File: src/rtl/instr_sequencer_pkg.sv
// Shared types and constants for the instruction sequencer.
// Holds the FSM state enum, queue geometry, instruction width and timestep codes.
package instr_sequencer_pkg;

    localparam int unsigned INSTR_W    = 10;
    localparam int unsigned FIFO_DEPTH = 4;
    localparam int unsigned PTR_W      = 2;
    localparam int unsigned CNT_W      = 3;
    localparam int unsigned T_W        = 2;
    localparam int unsigned RET_W      = 8;

    localparam logic [T_W-1:0] T0    = 2'd0;
    localparam logic [T_W-1:0] T1    = 2'd1;
    localparam logic [T_W-1:0] T2    = 2'd2;
    localparam logic [T_W-1:0] T3    = 2'd3;
    localparam logic [T_W-1:0] T_MAX = T3;

    typedef logic [INSTR_W-1:0] instr_t;

    typedef enum logic [1:0] {
        ST_IDLE  = 2'd0,
        ST_FETCH = 2'd1,
        ST_EXEC  = 2'd2,
        ST_ERROR = 2'd3
    } state_e;

endpackage

File: src/rtl/instr_fifo.sv
// 4-deep instruction queue with occupancy count.
// Ports: clk, resetn (async active-low), push/din (write), pop (read),
//        dout (current head, combinational), count (occupancy 0..4).
module instr_fifo
    import instr_sequencer_pkg::*;
(
    input  logic             clk,
    input  logic             resetn,
    input  logic             push,
    input  instr_t           din,
    input  logic             pop,
    output instr_t           dout,
    output logic [CNT_W-1:0] count
);

    instr_t           mem_q [FIFO_DEPTH];
    instr_t           mem_d [FIFO_DEPTH];
    logic [PTR_W-1:0] wr_ptr_q, wr_ptr_d;
    logic [PTR_W-1:0] rd_ptr_q, rd_ptr_d;
    logic [CNT_W-1:0] count_q, count_d;
    logic             do_push, do_pop;

    // Guarded push/pop; pointers wrap naturally at 2 bits.
    always_comb begin
        mem_d    = mem_q;
        wr_ptr_d = wr_ptr_q;
        rd_ptr_d = rd_ptr_q;
        do_push  = push && (count_q < CNT_W'(FIFO_DEPTH));
        do_pop   = pop && (count_q != '0);
        if (do_push) begin
            mem_d[wr_ptr_q] = din;
            wr_ptr_d        = wr_ptr_q + PTR_W'(1);
        end
        if (do_pop) begin
            rd_ptr_d = rd_ptr_q + PTR_W'(1);
        end
        count_d = count_q + CNT_W'(do_push) - CNT_W'(do_pop);
    end

    always_ff @(posedge clk or negedge resetn) begin
        if (!resetn) begin
            for (int i = 0; i < int'(FIFO_DEPTH); i++) begin
                mem_q[i] <= '0;
            end
            wr_ptr_q <= '0;
            rd_ptr_q <= '0;
            count_q  <= '0;
        end else begin
            mem_q    <= mem_d;
            wr_ptr_q <= wr_ptr_d;
            rd_ptr_q <= rd_ptr_d;
            count_q  <= count_d;
        end
    end

    assign dout  = mem_q[rd_ptr_q];
    assign count = count_q;

endmodule

File: src/rtl/instr_sequencer.sv
// Instruction sequencer: queues loader words and steps each one through
// FETCH and up to three EXEC timesteps, waiting for done from the control circuit.
// Ports: clk, resetn (async active-low), run, instr_in/instr_valid/instr_ready (loader side),
//        done, instr, t (control side), busy, err, fifo_count, retired (status).
module instr_sequencer
    import instr_sequencer_pkg::*;
(
    input  logic               clk,
    input  logic               resetn,
    input  logic               run,
    input  logic [INSTR_W-1:0] instr_in,
    input  logic               instr_valid,
    output logic               instr_ready,
    input  logic               done,
    output logic [INSTR_W-1:0] instr,
    output logic [T_W-1:0]     t,
    output logic               busy,
    output logic               err,
    output logic [CNT_W-1:0]   fifo_count,
    output logic [RET_W-1:0]   retired
);

    state_e           state_q, state_d;
    logic [T_W-1:0]   t_q, t_d;
    instr_t           cur_instr_q, cur_instr_d;
    logic             err_q, err_d;
    logic [RET_W-1:0] retired_q, retired_d;
    logic             push_c, pop_c;
    instr_t           fifo_head;

    instr_fifo u_fifo (
        .clk    (clk),
        .resetn (resetn),
        .push   (push_c),
        .din    (instr_in),
        .pop    (pop_c),
        .dout   (fifo_head),
        .count  (fifo_count)
    );

    // Ready depends only on registered occupancy, never on a same-cycle pop.
    assign instr_ready = (fifo_count < CNT_W'(FIFO_DEPTH));
    assign push_c      = instr_valid && instr_ready;

    // Next-state and datapath updates.
    always_comb begin
        state_d     = state_q;
        t_d         = t_q;
        cur_instr_d = cur_instr_q;
        err_d       = err_q;
        retired_d   = retired_q;
        pop_c       = 1'b0;
        unique case (state_q)
            ST_IDLE: begin
                t_d = T0;
                if (run && (fifo_count != '0)) begin
                    state_d = ST_FETCH;
                end
            end
            ST_FETCH: begin
                pop_c       = 1'b1;
                cur_instr_d = fifo_head;
                t_d         = T1;
                state_d     = ST_EXEC;
            end
            ST_EXEC: begin
                if (done) begin
                    retired_d = retired_q + RET_W'(1);
                    t_d       = T0;
                    state_d   = (run && (fifo_count != '0)) ? ST_FETCH : ST_IDLE;
                end else if (t_q == T_MAX) begin
                    // Control circuit never signalled completion: latch the fault.
                    t_d     = T0;
                    err_d   = 1'b1;
                    state_d = ST_ERROR;
                end else begin
                    case (t_q)
                        T0:      t_d = T1;
                        T1:      t_d = T2;
                        default: t_d = T3;
                    endcase
                end
            end
            ST_ERROR: begin
                t_d   = T0;
                err_d = 1'b1;
            end
            default: begin
                t_d     = T0;
                state_d = ST_IDLE;
            end
        endcase
    end

    always_ff @(posedge clk or negedge resetn) begin
        if (!resetn) begin
            state_q     <= ST_IDLE;
            t_q         <= T0;
            cur_instr_q <= '0;
            err_q       <= 1'b0;
            retired_q   <= '0;
        end else begin
            state_q     <= state_d;
            t_q         <= t_d;
            cur_instr_q <= cur_instr_d;
            err_q       <= err_d;
            retired_q   <= retired_d;
        end
    end

    // The FIFO head is shown during FETCH so the control circuit sees it one cycle early.
    assign instr   = (state_q == ST_FETCH) ? fifo_head : cur_instr_q;
    assign t       = t_q;
    assign busy    = (state_q == ST_FETCH) || (state_q == ST_EXEC);
    assign err     = err_q;
    assign retired = retired_q;

endmodule

File: config.mk
export PLATFORM = sky130hd
export DESIGN_NAME = instr_sequencer
export DESIGN_NICKNAME = d
export VERILOG_FILES = /design/src/rtl/instr_sequencer_pkg.sv /design/src/rtl/instr_fifo.sv /design/src/rtl/instr_sequencer.sv
export SDC_FILE = /design/constraint.sdc
export NUM_CORES = 1
export LEC_CHECK = 0
export CAP_MARGIN = 5
export CORE_ASPECT_RATIO = 1.2
export CORE_UTILIZATION = 59
export DETAILED_ROUTE_END_ITERATION = 10
export GPL_ROUTABILITY_DRIVEN = 0
export MAX_ROUTING_LAYER = met4
export PLACE_DENSITY = 0.88
export SLEW_MARGIN = 20
export SYNTH_ARGS = -nofsm -noshare
export SYNTH_HDL_FRONTEND = slang
export SYNTH_SLANG_ARGS = --single-unit
export TNS_END_PERCENT = 50
File: constraint.sdc
create_clock -name clk -period 6.1 [get_ports clk]
set_input_delay 1.83 -clock clk [delete_from_list [all_inputs] [get_ports clk]]
set_output_delay 1.83 -clock clk [all_outputs]
set_load 0.02 [all_outputs]
==> impl_metrics.json, run 1 <==
{
  "cts_setup_buffers": 0,
  "num_antenna_cells": 0,
  "cts-root-buf": "clkbuf_8",
  "cts_tree": "done",
  "grt_pass1_wl_um": 8970,
  "crit_path_end": "instr[9]",
  "io_buffers": 40,
  "fillers": 336,
  "synthSimpleGateAreaFrac": 0.0434,
  "fin_setup_tns_ns": 0,
  "synth_cells": 210,
  "clock_latency_ns": 0.34,
  "grt-ovfl-total": 0,
  "setup_violations": 0,
  "syn_avg_cell_area_um2": 15.1,
  "worst_ep_arrival_time_ns": 2.61,
  "ys_seq_area_frac": 0.552,
  "synth_area_leaders": "dfrtp_1 (55%), mux2_2 (15%), mux4_2 (5.7%)",
  "synth_xor_xnor_area_share": 0.0331,
  "drtAntennaViolNets": 0,
  "worstSetupEndpointType": "primary output",
  "final_nets": 287,
  "syn-num-nets": 239,
  "first_pass_iters": 4,
  "area_delta_synth_final_pct": 21.5,
  "wl_per_cell_um": 17.2,
  "status": "complete, no violations",
  "power_density_nw_per_um2": 600,
  "holdWs_ns": 0.464,
  "cp_max_fo": 12,
  "vias_per_cell": 5.65,
  "cts_buffer_depth": 2,
  "die_w_um": 69.0,
  "h-tree-depth": 3,
  "yosys_warnings": 0,
  "synth_top_area_cell": "dfrtp_1",
  "ir_drop_uv": 344,
  "synth-compound-area-share": 0.0236,
  "start_kind": "flip-flop",
  "grt_pass1_vias": 1872,
  "ys_ff_latch": 70,
  "via_count": 1826,
  "ys_types": 32,
  "r2r_cells": 9,
  "clk_pin_slew_ns": 0.07,
  "wl_um": 5540,
  "drc_errors": 0,
  "timing.final.ws_setup_ns": 1.66,
  "worstMarginPinSlew_ns": 0.856,
  "antenna_found_initial": 0,
  "min_path_type": "flip-flop to flip-flop",
  "crit_type": "flip-flop to primary output",
  "cts_sinks": 70,
  "drive_gt1_frac": 0.300,
  "cts-buffers-inserted": 9,
  "slew_violations": 0,
  "die_area_um2": 5680,
  "timing.fmax_ghz": 0.225,
  "post_cts_resize_count": 0,
  "fin_crit_sh": 0.728,
  "io_pins": 41,
  "drtIter0Drc": 29,
  "synth_edf_count": 0,
  "rows": 28,
  "synth_top_area_frac": 0.552,
  "start_util": 0.629,
  "grt_setup_unrepaired": "false",
  "cap_viol_max_count": 0,
  "r2r_end": "u_fifo.count[2]$_DFF_PN0_",
  "finalHoldViolCount": 0,
  "cts_hold_buffers": 0,
  "hpwl_um": 3650,
  "worstReg2RegStart": "state_q[1]$_DFFE_PN0P_",
  "pre_cts_slack_ns": 2.00,
  "min_from": "retired[7]$_DFFE_PN0P_",
  "finalClockSkew_ns": 0.00858,
  "fin_crit_ns": 4.44,
  "grt_usage": 0.235,
  "postSynth.asyncResetShare": 1.00,
  "syn_area_um2": 3170,
  "synthAdderAreaFrac": 0.0575,
  "setup.worst_path.start": "u_fifo.rd_ptr_q[0]$_DFFE_PN0P_",
  "die_h_um": 82.4,
  "p_leak_uw": 0.00173,
  "grt_start_max_net_pins": 71,
  "synthMuxAreaShare": 0.267,
  "reg2reg_setup_slack_ns": 3.44,
  "synth_top_flop_cell": "dfrtp_1",
  "slew_headroom": 0.430,
  "coreArea_um2": 5040,
  "critPathRequiredTime_ns": 4.27,
  "synth_top_family_by_area": "multiplexers"
}
-- layer usage --
metal	vias to the layer above	wire length, µm	track usage
li1	844	-	-
met1	937	2320	0.282
met2	35	2920	0.383
met3	10	189	0.0467
met4	0	112	0.104
met5	-	0	-
-- cells by family after synthesis --
family | after synthesis
XOR/XNOR | 12
AND/OR/NAND/NOR | 26
buffers and inverters | 17
AO/OA/AOI/OAI | 9
flip-flops | 70
multiplexers | 62
adder cells (fa/ha/maj) | 14
-- flip-flops by register name (all words and copies together) (netlist names) --
signal and cells:
u_fifo.count 3, t 2, u_fifo.mem_q 40, u_fifo.wr_ptr_q 2, cur_instr_q 10, u_fifo.rd_ptr_q 2, err 1, retired 8
state_q 2
-- worst max-delay path: stages (launching register included) --
cell             delay (ns)
dfrtp_1                0.79
mux4_1                 0.64
mux2_2                 0.29
clkdlybuf4s50_1        0.54
-- per-stage QoR --
step,area [µm²],cells,total power [µW],util
finish,3860,323,2310,0.764
global route,3860,323,2460,0.764
global placement,3630,307,1840,0.719
detailed placement,3630,307,1890,0.719
CTS,3860,323,2340,0.764
floorplan,3170,210,1550,-
-- final cells by class --
cell class	count	area (µm²)	share of cell area
Clock buffer	12	135	0.0350
Clock inverter	4	95.1	0.0247
Inverter	13	48.8	0.0127
Multi-Input combinational cell	123	1350	0.349
Sequential cell	70	1750	0.454
Tap cell	60	75.1	0.0195
Timing Repair Buffer	41	403	0.104
-- power by group --
group	leakage [µW]	internal, µW	switching [µW]
Combinational	0.000778	597	436
Sequential	0.000839	687	158
Clock	0.000115	272	165
Total	0.00173	1560	760
-- cells in the mapped netlist, drive strengths merged, types with 2 or more instances --
library cell,number
dfrtp,70
mux2,51
ha,13
inv,13
mux4,10
nand2,9
xnor2,8
buf,4
nor2b,4
xor2,4
nand3,3
nor2,3
nor3,2
o21ai,2
-- layout by cell type, fill, tap and decap left out, drive strengths merged --
master / netlist / final
mux2i: 1 / 1
and2: 1 / 1
o31a: 1 / 1
nor3: 2 / 2
nor3b: 1 / 1
a22o: 1 / 1
a221o: 1 / 1
ha: 13 / 13
fa: 1 / 1
nor4: 1 / 1
xor2: 4 / 4
nand4: 1 / 1
dfrtp: 70 / 70
buf: 4 / 2
o2bb2ai: 1 / 1
o32ai: 1 / 1
bufinv: 0 / 3
clkdlybuf4s50: 0 / 39
nand3: 3 / 3
clkinv: 0 / 1
clkbuf: 0 / 12
nor2b: 4 / 4
nor2: 3 / 3
or3: 1 / 1
mux4: 10 / 10
a21oi: 1 / 1
mux2: 51 / 51
a2111oi: 1 / 1
o21ai: 2 / 2
xnor2: 8 / 8
inv: 13 / 13
nand2: 9 / 9
-- worst min-delay path by stage --
stage / endpoint / slack, ns / cells after the start
2_1_floorplan: u_fifo.mem_q[20]$_DFFE_PN0P_ / 0.47 / 1
3_3_place_gp: retired[7]$_DFFE_PN0P_ / 0.45 / 1
3_5_place_dp: retired[7]$_DFFE_PN0P_ / 0.46 / 1
4_1_cts: retired[7]$_DFFE_PN0P_ / 0.47 / 1
5_1_grt: retired[7]$_DFFE_PN0P_ / 0.49 / 1
6_report: retired[7]$_DFFE_PN0P_ / 0.46 / 1
(Power assumes the default switching activity.)
==> run 2, diff against run 1 <==
--- a/config.mk
+++ b/config.mk
@@ -7,11 +7,11 @@
 export LEC_CHECK = 0
 export CAP_MARGIN = 5
 export CORE_ASPECT_RATIO = 1.2
-export CORE_UTILIZATION = 59
+export CORE_UTILIZATION = 55
 export DETAILED_ROUTE_END_ITERATION = 10
 export GPL_ROUTABILITY_DRIVEN = 0
 export MAX_ROUTING_LAYER = met4
-export PLACE_DENSITY = 0.88
+export PLACE_DENSITY = 0.83
 export SLEW_MARGIN = 20
 export SYNTH_ARGS = -nofsm -noshare
 export SYNTH_HDL_FRONTEND = slang
==> constraint.sdc (replaced) <==
create_clock -name clk -period 4.25 [get_ports clk]
set_input_delay 1.275 -clock clk [delete_from_list [all_inputs] [get_ports clk]]
set_output_delay 1.275 -clock clk [all_outputs]
set_load 0.02 [all_outputs]
==> impl_metrics.json, run 2 (synthesis gave the netlist of run 1 again) <==
{
  "status": "finished, violations left",
  "violations": "design-rule violations",
  "timing.fmax_ghz": 0.264,
  "post_cts_resize_count": 0,
  "io_buffers": 40,
  "area_delta_synth_final_pct": 22.6,
  "cts_buffer_depth": 2,
  "die_area_um2": 6080,
  "timing.final.ws_setup_ns": 0.457,
  "r2r_end": "u_fifo.count[2]$_DFF_PN0_",
  "pre_cts_slack_ns": 0.790,
  "fillers": 360,
  "grt_setup_unrepaired": "false",
  "cts-root-buf": "clkbuf_8",
  "cts_sinks": 70,
  "finalClockSkew_ns": 0.00915,
  "largest_reg_flops": 40,
  "worstSetupEndpointType": "primary output",
  "worstMarginPinSlew_ns": 0.860,
  "crit_type": "flip-flop to primary output",
  "coreArea_um2": 5410,
  "via_count": 1846,
  "drtAntennaViolNets": 0,
  "cts_setup_buffers": 0,
  "rows": 29,
  "critPathRequiredTime_ns": 2.97,
  "slew_headroom": 0.426,
  "wl_um": 5540,
  "die_w_um": 71.4,
  "crit_path_end": "instr[0]",
  "holdWs_ns": 0.463,
  "io_pins": 41,
  "setup_violations": 0,
  "clock_latency_ns": 0.34,
  "h-tree-depth": 3,
  "drive_gt1_frac": 0.313,
  "num_antenna_cells": 0,
  "grt-ovfl-total": 0,
  "drtIter0Drc": 70,
  "start_kind": "flip-flop",
  "hpwl_um": 3780,
  "cts-buffers-inserted": 9,
  "worst_ep_arrival_time_ns": 2.52,
  "fin_crit_ns": 3.79,
  "p_leak_uw": 0.00175,
  "grt_usage": 0.214,
  "cts_tree": "done",
  "clk_pin_slew_ns": 0.08,
  "setup.worst_path.start": "u_fifo.rd_ptr_q[0]$_DFFE_PN0P_",
  "die_h_um": 85.2,
  "drc_errors": 6,
  "fin_setup_tns_ns": 0,
  "wl_per_cell_um": 16.9,
  "min_path_type": "flip-flop to flip-flop",
  "ff_latch_area_um2": 1750,
  "cp_max_fo": 7,
  "grt_pass1_vias": 2023,
  "final_nets": 289,
  "vias_per_cell": 5.65,
  "worstReg2RegStart": "state_q[1]$_DFFE_PN0P_",
  "finalHoldViolCount": 0,
  "first_pass_iters": 10,
  "final_common_cell": "dfrtp_1",
  "cap_viol_max_count": 0,
  "ir_drop_uv": 546,
  "top_register": "u_fifo.mem_q",
  "slew_violations": 0,
  "grt_pass1_wl_um": 9450,
  "fin_crit_sh": 0.892,
  "antenna_found_initial": 0,
  "multiInputGateArea_um2": 1350,
  "reg2reg_setup_slack_ns": 1.87,
  "start_util": 0.587,
  "cts_hold_buffers": 0,
  "power_density_nw_per_um2": 863,
  "layout_common_cells": "dfrtp_1 (70), mux2_2 (43), clkdlybuf4s50_1 (39)",
  "r2r_cells": 10,
  "grt_start_max_net_pins": 71
}
[run 2: cell count changes in the layout (fill, tap and decap cells not counted)]
cell	previous run	this run
buf_4	1	3
clkbuf_8	9	10
clkbuf_1	3	1
clkinvlp_4	0	1
clkinv_4	0	1
clkinv_2	1	0
[run 2: worst min-delay path by stage]
stage	slack, ns	endpoint	cells past startpoint	from
6_report	0.46	retired[7]$_DFFE_PN0P_	1	retired[7]$_DFFE_PN0P_
3_5_place_dp	0.46	retired[7]$_DFFE_PN0P_	1	retired[7]$_DFFE_PN0P_
3_3_place_gp	0.46	retired[7]$_DFFE_PN0P_	1	retired[7]$_DFFE_PN0P_
4_1_cts	0.47	retired[7]$_DFFE_PN0P_	1	retired[7]$_DFFE_PN0P_
5_1_grt	0.49	retired[7]$_DFFE_PN0P_	1	retired[7]$_DFFE_PN0P_
2_1_floorplan	0.47	u_fifo.mem_q[20]$_DFFE_PN0P_	1	u_fifo.mem_q[20]$_DFFE_PN0P_
[run 2: critical path, stage by stage, from the launching register on]
cell             delay (ns)
dfrtp_1                0.54
buf_4                  0.25
mux4_1                 0.56
mux2_2                 0.29
clkdlybuf4s50_1        0.55
[run 2: metrics by stage]
step / util / total power [µW] / cells / instance area [µm²]
3_5_place_dp: 0.674 / 2730 / 311 / 3640
6_report: 0.720 / 3360 / 327 / 3890
4_1_cts: 0.720 / 3390 / 327 / 3890
2_1_floorplan: - / 2220 / 210 / 3170
3_3_place_gp: 0.674 / 2670 / 311 / 3640
5_1_grt: 0.720 / 3550 / 327 / 3890
[run 2: where the power goes]
group / leakage (µW) / switching, µW / total, µW / internal, µW
Clock: 0.000120 / 246 / 653 / 407
Combinational: 0.000788 / 639 / 1500 / 866
Sequential: 0.000839 / 214 / 1200 / 987
Total: 0.00175 / 1100 / 3360 / 2260
[run 2: cell type report]
type                       count  share of cell area
inverter                      13              0.0125
clock inverter                 5              0.0273
sequential                    70               0.450
clock buffer                  11              0.0363
tap                           62              0.0199
multi-input combinational    123               0.346
timing repair buffer          43               0.107
[run 2: routing by layer]
metal | up-vias | part of all wire | GRT usage
met1 | 945 | 0.42 | 0.246
met3 | 9 | 0.035 | 0.0356
li1 | 846 | - | -
met2 | 46 | 0.53 | 0.365
met4 | 0 | 0.014 | 0.104
met5 | - | 0 | -
==> run 3, diff against run 2 <==
--- a/config.mk
+++ b/config.mk
@@ -7,11 +7,12 @@
 export LEC_CHECK = 0
 export CAP_MARGIN = 5
 export CORE_ASPECT_RATIO = 1.2
-export CORE_UTILIZATION = 55
+export CORE_UTILIZATION = 60
 export DETAILED_ROUTE_END_ITERATION = 10
+export DONT_BUFFER_PORTS = 1
 export GPL_ROUTABILITY_DRIVEN = 0
 export MAX_ROUTING_LAYER = met4
-export PLACE_DENSITY = 0.83
+export PLACE_DENSITY = 0.8
 export SLEW_MARGIN = 20
 export SYNTH_ARGS = -nofsm -noshare
 export SYNTH_HDL_FRONTEND = slang
==> impl_metrics.json, run 3 (synthesis gave the netlist of run 1 again) <==
{
  "status": "complete, no violations",
  "wl_per_cell_um": 19.0,
  "power_density_nw_per_um2": 855,
  "cts_sinks": 70,
  "final_nets": 246,
  "wl_um": 5340,
  "timing.final.ws_setup_ns": 0.847,
  "r2r_end": "u_fifo.count[2]$_DFF_PN0_",
  "hpwl_um": 3710,
  "worstReg2RegStart": "state_q[1]$_DFFE_PN0P_",
  "die_w_um": 68.4,
  "grt_pass1_vias": 1888,
  "grt_start_max_net_pins": 71,
  "start_kind": "flip-flop",
  "reg2reg_setup_slack_ns": 1.50,
  "grt_usage": 0.231,
  "cts_hold_buffers": 0,
  "holdWs_ns": 0.503,
  "finalClockSkew_ns": 0.00480,
  "fin_setup_tns_ns": 0,
  "grt_setup_unrepaired": "false",
  "layout_common_cells": "dfrtp_1 (70), mux2_2 (43), inv_1 (13), ha_1 (13), clkbuf_8 (10)",
  "p_leak_uw": 0.00156,
  "drc_errors": 0,
  "cts-buffers-inserted": 9,
  "clk_pin_slew_ns": 0.07,
  "pre_cts_slack_ns": 1.17,
  "drtAntennaViolNets": 0,
  "die_area_um2": 5590,
  "die_h_um": 81.7,
  "num_antenna_cells": 0,
  "antenna_found_initial": 0,
  "critPathRequiredTime_ns": 2.97,
  "cts-root-buf": "clkbuf_8",
  "fin_crit_ns": 3.40,
  "setup_violations": 0,
  "io_pins": 41,
  "drtIter0Drc": 69,
  "final_area_um2": 3420,
  "largest_reg_flops": 40,
  "worst_ep_arrival_time_ns": 2.13,
  "timing.fmax_ghz": 0.294,
  "crit_type": "flip-flop to primary output",
  "rows": 28,
  "final_common_cell": "dfrtp_1",
  "io_buffers": 0,
  "slew_violations": 0,
  "finalHoldViolCount": 0,
  "min_path_cells": 1,
  "cts_setup_buffers": 0,
  "routedLengthMet1_um": 2100,
  "start_util": 0.634,
  "grt-ovfl-total": 0,
  "r2r_cells": 9,
  "first_pass_iters": 4,
  "grt_pass1_wl_um": 8600,
  "holdPathEnd": "u_fifo.mem_q[1]$_DFFE_PN0P_",
  "min_path_type": "flip-flop to flip-flop",
  "coreArea_um2": 5010,
  "cap_viol_max_count": 0,
  "post_cts_resize_count": 0,
  "wl_met2_um": 2830,
  "ir_drop_uv": 444,
  "worstSetupEndpointType": "primary output",
  "slew_headroom": 0.467,
  "placed_area_um2": 3220,
  "min_from": "u_fifo.mem_q[1]$_DFFE_PN0P_",
  "drive_gt1_frac": 0.360,
  "p_total_uw": 2930,
  "area_delta_synth_final_pct": 7.80,
  "h-tree-depth": 3,
  "worstMarginPinSlew_ns": 0.800,
  "cts_buffer_depth": 2,
  "fin_crit_sh": 0.801,
  "wl_met3_um": 315,
  "cts_tree": "done",
  "via_count": 1693,
  "top_register": "u_fifo.mem_q",
  "routed.top_layer": "met4",
  "clock_latency_ns": 0.34,
  "vias_per_cell": 6.00,
  "cp_max_fo": 12
}
## run 3: routing by layer
metal | up-vias | track usage
met5 | - | -
met4 | 0 | 0.115
met3 | 11 | 0.0750
met2 | 50 | 0.377
met1 | 873 | 0.250
li1 | 759 | -
## run 3: metrics by stage
step                instances   util
detailed placement        266  0.643
global route              282  0.683
floorplan                 210      -
CTS                       282  0.683
finish                    282  0.683
global placement          266  0.643
## run 3: how the worst max path moves through the flow
stage	end	startpoint	slack, ns
final	instr[0]	u_fifo.rd_ptr_q[0]$_DFFE_PN0P_	0.85
after global routing	instr[0]	u_fifo.rd_ptr_q[0]$_DFFE_PN0P_	0.67
after CTS	instr[0]	u_fifo.rd_ptr_q[0]$_DFFE_PN0P_	0.78
after detailed placement	instr[0]	u_fifo.rd_ptr_q[0]$_DFFE_PN0P_	1.17
after global placement	instr[9]	u_fifo.rd_ptr_q[0]$_DFFE_PN0P_	1.21
after floorplan	instr[0]	state_q[1]$_DFFE_PN0P_	1.61
## run 3: report_power, final
part / switching [µW] / total, µW / internal, µW
clock network: 238 / 522 / 284
logic: 520 / 1140 / 616
registers: 281 / 1270 / 985
total: 1040 / 2930 / 1890
## run 3: area by class of cell
cell class / instances / area [µm²]
Clock inverter: 6 / 61.3
Inverter: 13 / 48.8
Tap cell: 60 / 75.1
Fill cell: 355 / 1590
Multi-Input combinational cell: 123 / 1350
Clock buffer: 10 / 138
Sequential cell: 70 / 1750
## run 3: worst max-delay path, cell delays in order, from the launching register on
cell     delay, ns
dfrtp_1       0.80
mux4_1        0.63
mux2_2        0.35
